`src/rtl/nonce_sweep_scheduler_if.sv`:
```
// nonce_sweep_scheduler_if: host configuration, status and hash-core handshake bundle
// for the nonce sweep scheduler; slave is the scheduler, master is the host/core side.
interface nonce_sweep_scheduler_if #(
    parameter int LANES   = 16,
    parameter int NONCE_W = 32
);
    logic                  cfg_start;
    logic                  cfg_abort;
    logic [NONCE_W-1:0]    cfg_first_nonce;
    logic [NONCE_W-1:0]    cfg_last_nonce;
    logic [31:0]           cfg_target;
    logic                  core_start;
    logic [NONCE_W-1:0]    core_base_nonce;
    logic                  core_done;
    logic [LANES*32-1:0]   core_h0;
    logic                  busy;
    logic                  done;
    logic                  found;
    logic                  exhausted;
    logic                  aborted;
    logic [NONCE_W-1:0]    found_nonce;
    logic [31:0]           batch_count;

    modport slave (
        input  cfg_start, cfg_abort, cfg_first_nonce, cfg_last_nonce, cfg_target, core_done, core_h0,
        output core_start, core_base_nonce, busy, done, found, exhausted, aborted, found_nonce, batch_count
    );

    modport master (
        output cfg_start, cfg_abort, cfg_first_nonce, cfg_last_nonce, cfg_target, core_done, core_h0,
        input  core_start, core_base_nonce, busy, done, found, exhausted, aborted, found_nonce, batch_count
    );
endinterface

```
`src/rtl/nonce_sweep_scheduler.sv`:
```
// nonce_sweep_scheduler: walks a multi-lane SHA-256d core across a nonce range in
// batches of LANES, stopping on the lowest in-range hit, range exhaustion or abort.
module nonce_sweep_scheduler #(
    parameter int LANES   = 16,
    parameter int NONCE_W = 32
) (
    input  logic                   clk,
    input  logic                   reset_n,
    nonce_sweep_scheduler_if.slave bus
);
    localparam int IW = (LANES > 1) ? $clog2(LANES) : 1;

    typedef enum logic [2:0] {IDLE, ISSUE, WAIT, CHECK, FINISH} state_t;

    state_t              state, state_d;
    logic [NONCE_W-1:0]  base, last;
    logic [31:0]         target;
    logic                abort_q;
    logic [LANES*32-1:0] h0_q;
    logic                hit_any, last_batch;
    logic [IW-1:0]       hit_idx;

    // Descending scan so the lowest eligible hitting lane is the one that sticks.
    always_comb begin
        hit_any = 1'b0;
        hit_idx = '0;
        for (int i = LANES - 1; i >= 0; i--) begin
            if (({1'b0, base} + (NONCE_W+1)'(i) <= {1'b0, last}) && (h0_q[32*i +: 32] < target)) begin
                hit_any = 1'b1;
                hit_idx = IW'(i);
            end
        end
    end

    assign last_batch = {1'b0, base} + (NONCE_W+1)'(LANES - 1) >= {1'b0, last};

    // An empty range is routed through CHECK: no lane is eligible and the
    // exhausted rule fires, which also gives done one cycle later than a direct jump.
    always_comb begin
        state_d = state;
        case (state)
            IDLE:    if (bus.cfg_start) state_d = (bus.cfg_first_nonce > bus.cfg_last_nonce) ? CHECK : ISSUE;
            ISSUE:   state_d = WAIT;
            WAIT:    if (bus.core_done) state_d = CHECK;
            CHECK:   state_d = (hit_any || abort_q || last_batch) ? FINISH : ISSUE;
            FINISH:  state_d = IDLE;
            default: state_d = IDLE;
        endcase
    end

    always_ff @(posedge clk or negedge reset_n) begin
        if (!reset_n) state <= IDLE;
        else          state <= state_d;
    end

    assign bus.core_base_nonce = base;

    always_ff @(posedge clk or negedge reset_n) begin
        if (!reset_n) begin
            bus.core_start  <= 1'b0;
            bus.busy        <= 1'b0;
            bus.done        <= 1'b0;
            bus.found       <= 1'b0;
            bus.exhausted   <= 1'b0;
            bus.aborted     <= 1'b0;
            bus.found_nonce <= '0;
            bus.batch_count <= '0;
            base            <= '0;
            last            <= '0;
            target          <= '0;
            abort_q         <= 1'b0;
            h0_q            <= '0;
        end else begin
            bus.core_start <= state_d == ISSUE;
            bus.busy       <= state_d != IDLE;
            bus.done       <= state_d == FINISH;
            if (state == IDLE && bus.cfg_start) begin
                base            <= bus.cfg_first_nonce;
                last            <= bus.cfg_last_nonce;
                target          <= bus.cfg_target;
                bus.found       <= 1'b0;
                bus.exhausted   <= 1'b0;
                bus.aborted     <= 1'b0;
                bus.batch_count <= '0;
                abort_q         <= 1'b0;
            end
            if (state != IDLE && bus.cfg_abort) abort_q <= 1'b1;
            if (state == ISSUE) bus.batch_count <= bus.batch_count + 32'd1;
            if (state == WAIT && bus.core_done) h0_q <= bus.core_h0;
            if (state == CHECK) begin
                if (hit_any) begin
                    bus.found       <= 1'b1;
                    bus.found_nonce <= base + NONCE_W'(hit_idx);
                end else if (abort_q) begin
                    bus.aborted <= 1'b1;
                end else if (last_batch) begin
                    bus.exhausted <= 1'b1;
                end else begin
                    base <= base + NONCE_W'(LANES);
                end
            end
        end
    end
endmodule

```
`src/flat_wrapper.sv`:
```
// flat-port wrapper written by rule: the top's interface ports become plain ports
module nonce_sweep_scheduler_flat 
#(
    parameter int LANES   = 16,
    parameter int NONCE_W = 32
)
  (clk, reset_n, bus_cfg_start, bus_cfg_abort, bus_cfg_first_nonce, bus_cfg_last_nonce, bus_cfg_target, bus_core_done, bus_core_h0, bus_core_start, bus_core_base_nonce, bus_busy, bus_done, bus_found, bus_exhausted, bus_aborted, bus_found_nonce, bus_batch_count);
  nonce_sweep_scheduler_if #(.LANES(LANES), .NONCE_W(NONCE_W)) bus_i ();
  input  logic clk;
  input  logic reset_n;
  input wire logic [$bits(bus_i.cfg_start)-1:0] bus_cfg_start;
  input wire logic [$bits(bus_i.cfg_abort)-1:0] bus_cfg_abort;
  input wire logic [$bits(bus_i.cfg_first_nonce)-1:0] bus_cfg_first_nonce;
  input wire logic [$bits(bus_i.cfg_last_nonce)-1:0] bus_cfg_last_nonce;
  input wire logic [$bits(bus_i.cfg_target)-1:0] bus_cfg_target;
  input wire logic [$bits(bus_i.core_done)-1:0] bus_core_done;
  input wire logic [$bits(bus_i.core_h0)-1:0] bus_core_h0;
  output wire logic [$bits(bus_i.core_start)-1:0] bus_core_start;
  output wire logic [$bits(bus_i.core_base_nonce)-1:0] bus_core_base_nonce;
  output wire logic [$bits(bus_i.busy)-1:0] bus_busy;
  output wire logic [$bits(bus_i.done)-1:0] bus_done;
  output wire logic [$bits(bus_i.found)-1:0] bus_found;
  output wire logic [$bits(bus_i.exhausted)-1:0] bus_exhausted;
  output wire logic [$bits(bus_i.aborted)-1:0] bus_aborted;
  output wire logic [$bits(bus_i.found_nonce)-1:0] bus_found_nonce;
  output wire logic [$bits(bus_i.batch_count)-1:0] bus_batch_count;
  assign bus_i.cfg_start = bus_cfg_start;
  assign bus_i.cfg_abort = bus_cfg_abort;
  assign bus_i.cfg_first_nonce = bus_cfg_first_nonce;
  assign bus_i.cfg_last_nonce = bus_cfg_last_nonce;
  assign bus_i.cfg_target = bus_cfg_target;
  assign bus_i.core_done = bus_core_done;
  assign bus_i.core_h0 = bus_core_h0;
  assign bus_core_start = bus_i.core_start;
  assign bus_core_base_nonce = bus_i.core_base_nonce;
  assign bus_busy = bus_i.busy;
  assign bus_done = bus_i.done;
  assign bus_found = bus_i.found;
  assign bus_exhausted = bus_i.exhausted;
  assign bus_aborted = bus_i.aborted;
  assign bus_found_nonce = bus_i.found_nonce;
  assign bus_batch_count = bus_i.batch_count;
  nonce_sweep_scheduler #(.LANES(LANES), .NONCE_W(NONCE_W)) u_core (.clk(clk), .reset_n(reset_n), .bus(bus_i));
endmodule
```
`config.mk`:
```
export PLATFORM = sky130hd
export DESIGN_NAME = nonce_sweep_scheduler_flat
export DESIGN_NICKNAME = d
export VERILOG_FILES = /design/src/rtl/nonce_sweep_scheduler_if.sv /design/src/rtl/nonce_sweep_scheduler.sv /design/src/flat_wrapper.sv
export SDC_FILE = /design/constraint.sdc
export NUM_CORES = 2
export LEC_CHECK = 0
export CAP_MARGIN = 20
export CORE_MARGIN = 5
export CORE_UTILIZATION = 58
export DETAILED_ROUTE_END_ITERATION = 8
export GPL_TIMING_DRIVEN = 0
export PLACE_DENSITY_LB_ADDON = 0.25
export SETUP_SLACK_MARGIN = 0.2
export SLEW_MARGIN = 5
export SYNTH_ARGS = -nofsm -noshare
export SYNTH_HDL_FRONTEND = slang
export SYNTH_SLANG_ARGS = --single-unit
```
`constraint.sdc`:
```
create_clock -name clk -period 7.8 [get_ports clk]
set_clock_uncertainty 0.15 [all_clocks]
set_input_delay 2.34 -clock clk [delete_from_list [all_inputs] [get_ports clk]]
set_output_delay 2.34 -clock clk [all_outputs]
set_load 0.05 [all_outputs]
```
== Word level (Yosys, flattened, before mapping) ==
Cells that the tools add are included.
W data, S select, Z words.

* Magnitude comparators: 34
* Add/subtract/negate cells: 18
* Reductions and logical operators: 27
* Muxes and demuxes: 58
* Eq/ne operators: 5

{| class="wikitable"
|+ Operators with widths
! kind !! number
|-
| $lt A32 B32 Y1 || 16
|-
| $le A33 B32 Y1 || 15
|-
| $add A32 B4 Y33 const B || 8
|-
| $mux W32 || 7
|-
| $add A32 B3 Y33 const B || 4
|-
| $add A32 B2 Y33 const B || 2
|-
| $mux W4 || 16
|-
| $add A32 B1 Y33 const B || 1
|-
| $ge A33 B32 Y1 || 1
|-
| $add A32 B1 Y32 const B || 1
|-
| $add A32 B4 Y32 || 1
|-
| $add A32 B5 Y32 const B || 1
|-
| $gt A32 B32 Y1 || 1
|-
| $le A32 B32 Y1 || 1
|-
| $mux W1 || 30
|-
| $logic_and A1 B1 Y1 || 19
|-
| $pmux W3 S4 || 1
|-
| $mux W3 || 3
|-
| $eq A3 B1 Y1 const B || 2
|-
| $eq A3 B2 Y1 const B || 2
|-
| $reduce_bool A3 Y1 || 2
|-
| $reduce_bool A2 Y1 || 2
|-
| $eq A3 B3 Y1 const B || 1
|-
| $logic_not A3 Y1 || 1
|-
| 3 further kinds || 4
|}

* Output and inout port bits: 102
* Input port bits: 613
* Bits in registers: 682
* Logic and storage cells: 156

== Depth between registers and ports, before layout ==
* Depth after elaboration: 24
* Mapped depth: 31
* Mapped depth without buffers: 29

== Worst setup path before layout ==
OpenSTA, ideal clock, no wires.

* Kind: reg-to-reg
* Start: register u_core.base[2], in the netlist u_core.bus.core_base_nonce[2]
* End: register u_core.bus.found_nonce[29]
* Period minus slack after synthesis: 6.743 ns
* Data required time: 7.522 ns
* Path buffers: 3
* Arrival: 6.466 ns
* Cell stages (with the launch flop): 30
* Library setup time: 0.128 ns
* Path slack: 1.057 ns
* Cells stage by stage: dfrtp_1 -> clkbuf_1 -> inv_1 -> ha_1 -> clkbuf_1 -> nand2_1 -> a21oi_1 -> nor4_1 -> nand2_1 -> xnor2_1 -> ha_1 -> and3_1 -> nand3_1 -> nor3_1 -> o211ai_1 -> or2_1 -> a221o_1 -> a211oi_1 -> o211ai_1 -> a21oi_1 -> o21ba_2 -> ha_1 -> a21o_1 -> a21oi_1 -> inv_1 -> a21oi_1 -> clkbuf_1 -> nor2_1 -> xor2_1 -> mux2_1

* Longest elaborated chain between the ends: 20
* Elaborated cells on any way between the ends: 81
* Classes of those cells: add/sub (16); order compare (16); mux (32); reduce/logical (17)

{| class="wikitable"
|+ Ends and longest elaborated chain
! item !! RTL line !! source
|-
| start: declaration || nonce_sweep_scheduler.sv:16 || <nowiki>logic [NONCE_W-1:0] base, last;</nowiki>
|-
| start signal: assignment || nonce_sweep_scheduler.sv:78 || <nowiki>base <= bus.cfg_first_nonce;</nowiki>
|-
| start signal: assignment || nonce_sweep_scheduler.sv:99 || <nowiki>base <= base + NONCE_W'(LANES);</nowiki>
|-
| $add A32 B4 Y33 || nonce_sweep_scheduler.sv:28 || <nowiki>if (({1'b0, base} + (NONCE_W+1)'(i) <= {1'b0, last}) && (h0_q[32*i +: 32] < target)) begin</nowiki>
|-
| $le A33 B32 Y1 || nonce_sweep_scheduler.sv:28 ||
|-
| $logic_and A1 B1 Y1 || nonce_sweep_scheduler.sv:28 ||
|-
| $mux W4 / $mux W1 (equally long branches) (16 in series) || nonce_sweep_scheduler.sv:28 ||
|-
| $add A32 B4 Y32 / $reduce_and A2 Y1 (equally long branches) || -- ||
|-
| end signal: assignment || nonce_sweep_scheduler.sv:93 || <nowiki>bus.found_nonce <= base + NONCE_W'(hit_idx);</nowiki>
|-
| end: declaration || nonce_sweep_scheduler_if.sv:26 || <nowiki>output core_start, core_base_nonce, busy, done, found, exhausted, aborted, found_nonce, batch_count</nowiki>
|}

Parallel ways exist; a longest one is shown, timed or not.
A chain may end at the register's enable or synchronous reset.

== Final worst setup path ==
* Start: register u_core.base[1], in the netlist u_core.bus.core_base_nonce[1]
* End: register u_core.bus.found_nonce[22]

Same word-level chain as after synthesis.

==> results.cfg <==
[synth]
postSynth.topFlopCell = sky130_fd_sc_hd__dfrtp_1
synthTopCellsByArea = sky130_fd_sc_hd__dfrtp_1 30%, sky130_fd_sc_hd__ha_1 23%, sky130_fd_sc_hd__nand2_1 14%
asr_flop_ratio_synth_pct = 100.0
synth_top_area_share_pct = 30.42
synth_enable_flop_cells = 0
synth_nets = 8438
synth_area_leader_cell = sky130_fd_sc_hd__dfrtp_1
synth.yosys.seq_area_share_pct = 30.42
synthesis.instances = 6799
netlist_area_before_placement_mm2 = 0.05611
netlist-cell-type-count = 90
yosysWarnings = 0
synthesis.area_per_instance_um2 = 8.253
yosys_register_bits = 682

[run_status]
violated_checks = DRC
status = finished with violations

[worst_setup_path]
wp_data_required_ns = 8.19
worst_ep_arrival_time_ns = 8.08
timing.rr.end = u_core.bus.found_nonce[22]
critPathKind = reg -> reg
ff2ff_path_depth = 24
reg2reg_slack_ns = 0.10
worstSetupStartpointType = flip-flop
reg2reg_start = u_core.bus.core_base_nonce[1]
cp-end-kind = flip-flop
critical_path.max_fanout = 10

[final_layout]
post-route-cell-area_mm2 = 0.07029
filler_cell_count = 7056
syn_to_final_growth_pct = 25.27
post_layout_nonfiller_instances = 9086
multi_input_comb_area_mm2 = 0.03816
seq_area_mm2 = 0.01708
layout-drive-gt1-share_pct = 6.186
number_of_nets_in_the_final_layout = 9340

[clocking]
cts.reportedPaths.clkPinSlew_ns = 0.06
cts-htree-levels = 3
cts_tree = done
cts_buffers = 78
clock_insertion_delay_worst_skew_ns = 0.70
cts_root_buf = sky130_fd_sc_hd__clkbuf_16
tritoncts_num_sinks = 682
cts_max_path_buffers = 3
hold_buffers = 0

[timing]
timing.max_slew.rel_slack_pct = 15.80
post_route_fraction_of_the_period_consumed_by_the_critical_path_pct = 98.66
hold_violations = 0
finalMaxSlewViolations = 0
worst_pin_slew_ns = 1.252
timing.fmax_ghz = 0.1299
setup_total_negative_slack_ns = 0
fin_ws_ns = 0.1043
report.final.setup_viol = 0
rsz_0062_raised_after_global_routing = false
period_minus_slack_ns = 7.696

[power_and_ir_drop]
power_density_mw_per_mm2 = 471.9
combPwrFrac_pct = 69.2
total_internal_power_mw = 15.56
power.switching_fraction_pct = 53.08
peakVddDrop_uv = 251.7
power_leakage_nw = 34.10
post-layout-total-power_mw = 33.17
pwr-share-seq_pct = 19.1
net-switching-power_mw = 17.61
power.share.clock_pct = 11.7

[route]
total_via_count_after_detailed_routing = 60330
detail_route.drc_violations = 5
wirelength_um = 272500
drt_pass1_iterations = 9
route.antenna.remaining_nets = 0
post_drt_wl_per_cell_um = 29.99
vias_per_cell = 6.640
detailedRoute.firstIterationViolations = 8500

[floorplan]
design.die.area_mm2 = 0.1031
die-width_um = 321.0
io_pins = 715
dieHeight_um = 321.0
floorplan.initialDensity_pct = 58.19
number_of_standard_cell_rows_in_the_floorplan = 114
placeableCoreArea_mm2 = 0.09642

[grt]
vias_in_the_first_global_route = 59300
pin_count_of_the_biggest_net_entering_global_routing = 122
wire_length_of_the_first_global_routing_pass_um = 386600
grt_remaining_overflow = 0
grt.total_usage_pct = 50.73
initial_antenna_violation_count = 60

[placement]
post_dp_cell_area_mm2 = 0.06605
dpl.cell_count = 8843
dp_hpwl_um = 206900
place.gp.congestion = 1.138
worst_setup_timing_slack_at_the_placement_stage_ns = -3.789
numPortBuffers = 714

[worst_hold_path]
hold_depth = 2
hold_path.startpoint = u_core.h0_q[384]
worstHoldEndpoint = u_core.h0_q[384]
worst_hold_path_type = reg -> reg

[flow_run]
maxCapViolations = 0
## cells in the mapped netlist (21+ instances only)
cell                       instances
sky130_fd_sc_hd__nor3_1           84
sky130_fd_sc_hd__o21ai_0         242
sky130_fd_sc_hd__nand2b_1         22
sky130_fd_sc_hd__o21a_1           31
sky130_fd_sc_hd__buf_1            35
sky130_fd_sc_hd__ha_1           1025
sky130_fd_sc_hd__xnor2_1         322
sky130_fd_sc_hd__nor2b_1          35
sky130_fd_sc_hd__xor2_1          134
sky130_fd_sc_hd__inv_1           145
sky130_fd_sc_hd__and3_1           42
sky130_fd_sc_hd__dfrtp_1         682
sky130_fd_sc_hd__nand4_1         174
sky130_fd_sc_hd__nand2_1        2049
sky130_fd_sc_hd__a21oi_1         356
sky130_fd_sc_hd__a211oi_1         61
sky130_fd_sc_hd__nor4_1           34
sky130_fd_sc_hd__clkbuf_1        218
sky130_fd_sc_hd__and4_1           21
sky130_fd_sc_hd__nor2_1          360
sky130_fd_sc_hd__mux2_1           32
sky130_fd_sc_hd__a21o_1          173
sky130_fd_sc_hd__nand3_1         147
sky130_fd_sc_hd__o211ai_1         37
## how the worst max path moves through the flow
stage	start	endpoint	cells after the start
5_1_grt	u_core.bus.core_base_nonce[2]	u_core.bus.found_nonce[22]	32
3_3_place_gp	reset_n	u_core.last[13]	1
2_1_floorplan	u_core.bus.core_base_nonce[2]	u_core.bus.found_nonce[29]	29
6_report	u_core.bus.core_base_nonce[1]	u_core.bus.found_nonce[22]	24
4_1_cts	u_core.bus.core_base_nonce[7]	u_core.bus.found_nonce[13]	30
3_5_place_dp	u_core.bus.core_base_nonce[2]	u_core.bus.found_nonce[13]	29
## state kept, by name, indices dropped and copies added, names as in the netlist, 3 cells and up
register / count
u_core.last: 32
u_core.state: 3
u_core.h0_q: 512
u_core.bus.core_base_nonce: 32
u_core.bus.found_nonce: 32
u_core.target: 32
u_core.bus.batch_count: 32
## layer usage
metal  vias up  GRT usage (%)  wire (um)
met2      4908          74.26     111800
met3      1544          20.29      39910
met5         -              0        361
met1     28330          60.65      94010
li1      25520              -          -
met4        30          36.44      26460
## kinds of logic after synthesis
family / synth area share (%)
AND/OR/NAND/NOR: 23.35
AO/OA/AOI/OAI: 12.52
adder cells (fa/ha/maj): 22.89
flip-flops: 30.42
XOR/XNOR: 7.118
buffers and inverters: 3.002
multiplexers: 0.6958
## placed cells by master, fill, tap and decap left out, drive strengths merged, types with 165 or more instances in the layout
cell type	Yosys	final
a21o	173	173
a21oi	356	356
buf	61	165
clkbuf	218	315
clkdlybuf4s50	0	713
dfrtp	682	682
ha	1025	1025
nand2	2049	2049
nand4	180	180
nor2	361	361
o21ai	253	253
xnor2	322	322
## metrics by stage
step                      hold WS [ns]  utilization (%)
final                           0.3197            72.90
after CTS                       0.3182            72.24
after global placement          0.3014            67.26
after floorplan                 0.2869                -
after global routing            0.3456            72.85
after detailed placement        0.3048            68.50
## cell type report
class	count	share of cell area, %
multi-input cells	5688	54.29
flip-flops and latches	682	24.30
repair buffers	822	12.49
clock buffers	98	3.055
well taps	1276	2.271
plain buffers	279	1.862
inverters	150	0.8295
clock inverters	40	0.7156
diodes	51	0.1816
## power by group through the flow
stage / registers [mW] / clock network, mW / logic (mW)
3_3_place_gp: 6.22 / 0 / 19.4
6_report: 6.32 / 3.89 / 23.0
3_5_place_dp: 6.24 / 0 / 20.8
5_1_grt: 6.40 / 3.99 / 24.5
2_1_floorplan: 6.44 / 0 / 12.7
4_1_cts: 6.22 / 3.85 / 21.7
## worst max-delay path, stage by stage, from the launching register on
cell and delay [ns]:
sky130_fd_sc_hd__dfrtp_4 0.48, sky130_fd_sc_hd__buf_4 0.24, sky130_fd_sc_hd__ha_1 0.38, sky130_fd_sc_hd__and2_1 0.51, sky130_fd_sc_hd__a21oi_2 0.28, sky130_fd_sc_hd__nor3_1 0.65
sky130_fd_sc_hd__nand2_1 0.22, sky130_fd_sc_hd__xnor2_1 0.17, sky130_fd_sc_hd__ha_1 0.32, sky130_fd_sc_hd__nand4_1 0.21, sky130_fd_sc_hd__nor4_1 0.44, sky130_fd_sc_hd__buf_2 0.30
sky130_fd_sc_hd__a21boi_0 0.34, sky130_fd_sc_hd__o211ai_1 0.15, sky130_fd_sc_hd__nand3_1 0.20, sky130_fd_sc_hd__nand4_1 0.21, sky130_fd_sc_hd__nand2b_1 0.23, sky130_fd_sc_hd__a41oi_1 0.26
sky130_fd_sc_hd__ha_1 0.31, sky130_fd_sc_hd__a21o_1 0.20, sky130_fd_sc_hd__a21oi_4 0.35, sky130_fd_sc_hd__buf_4 0.29, sky130_fd_sc_hd__nor2_1 0.07, sky130_fd_sc_hd__xor2_1 0.22
sky130_fd_sc_hd__mux2_1 0.34
## repair_timing
action,CTS,global route
pin swaps,16,16
setup buffers,26,25
endpoints found under the setup margin,67,30
resized for setup,197,108
Note: power is estimated with default switching activity, not from simulation.
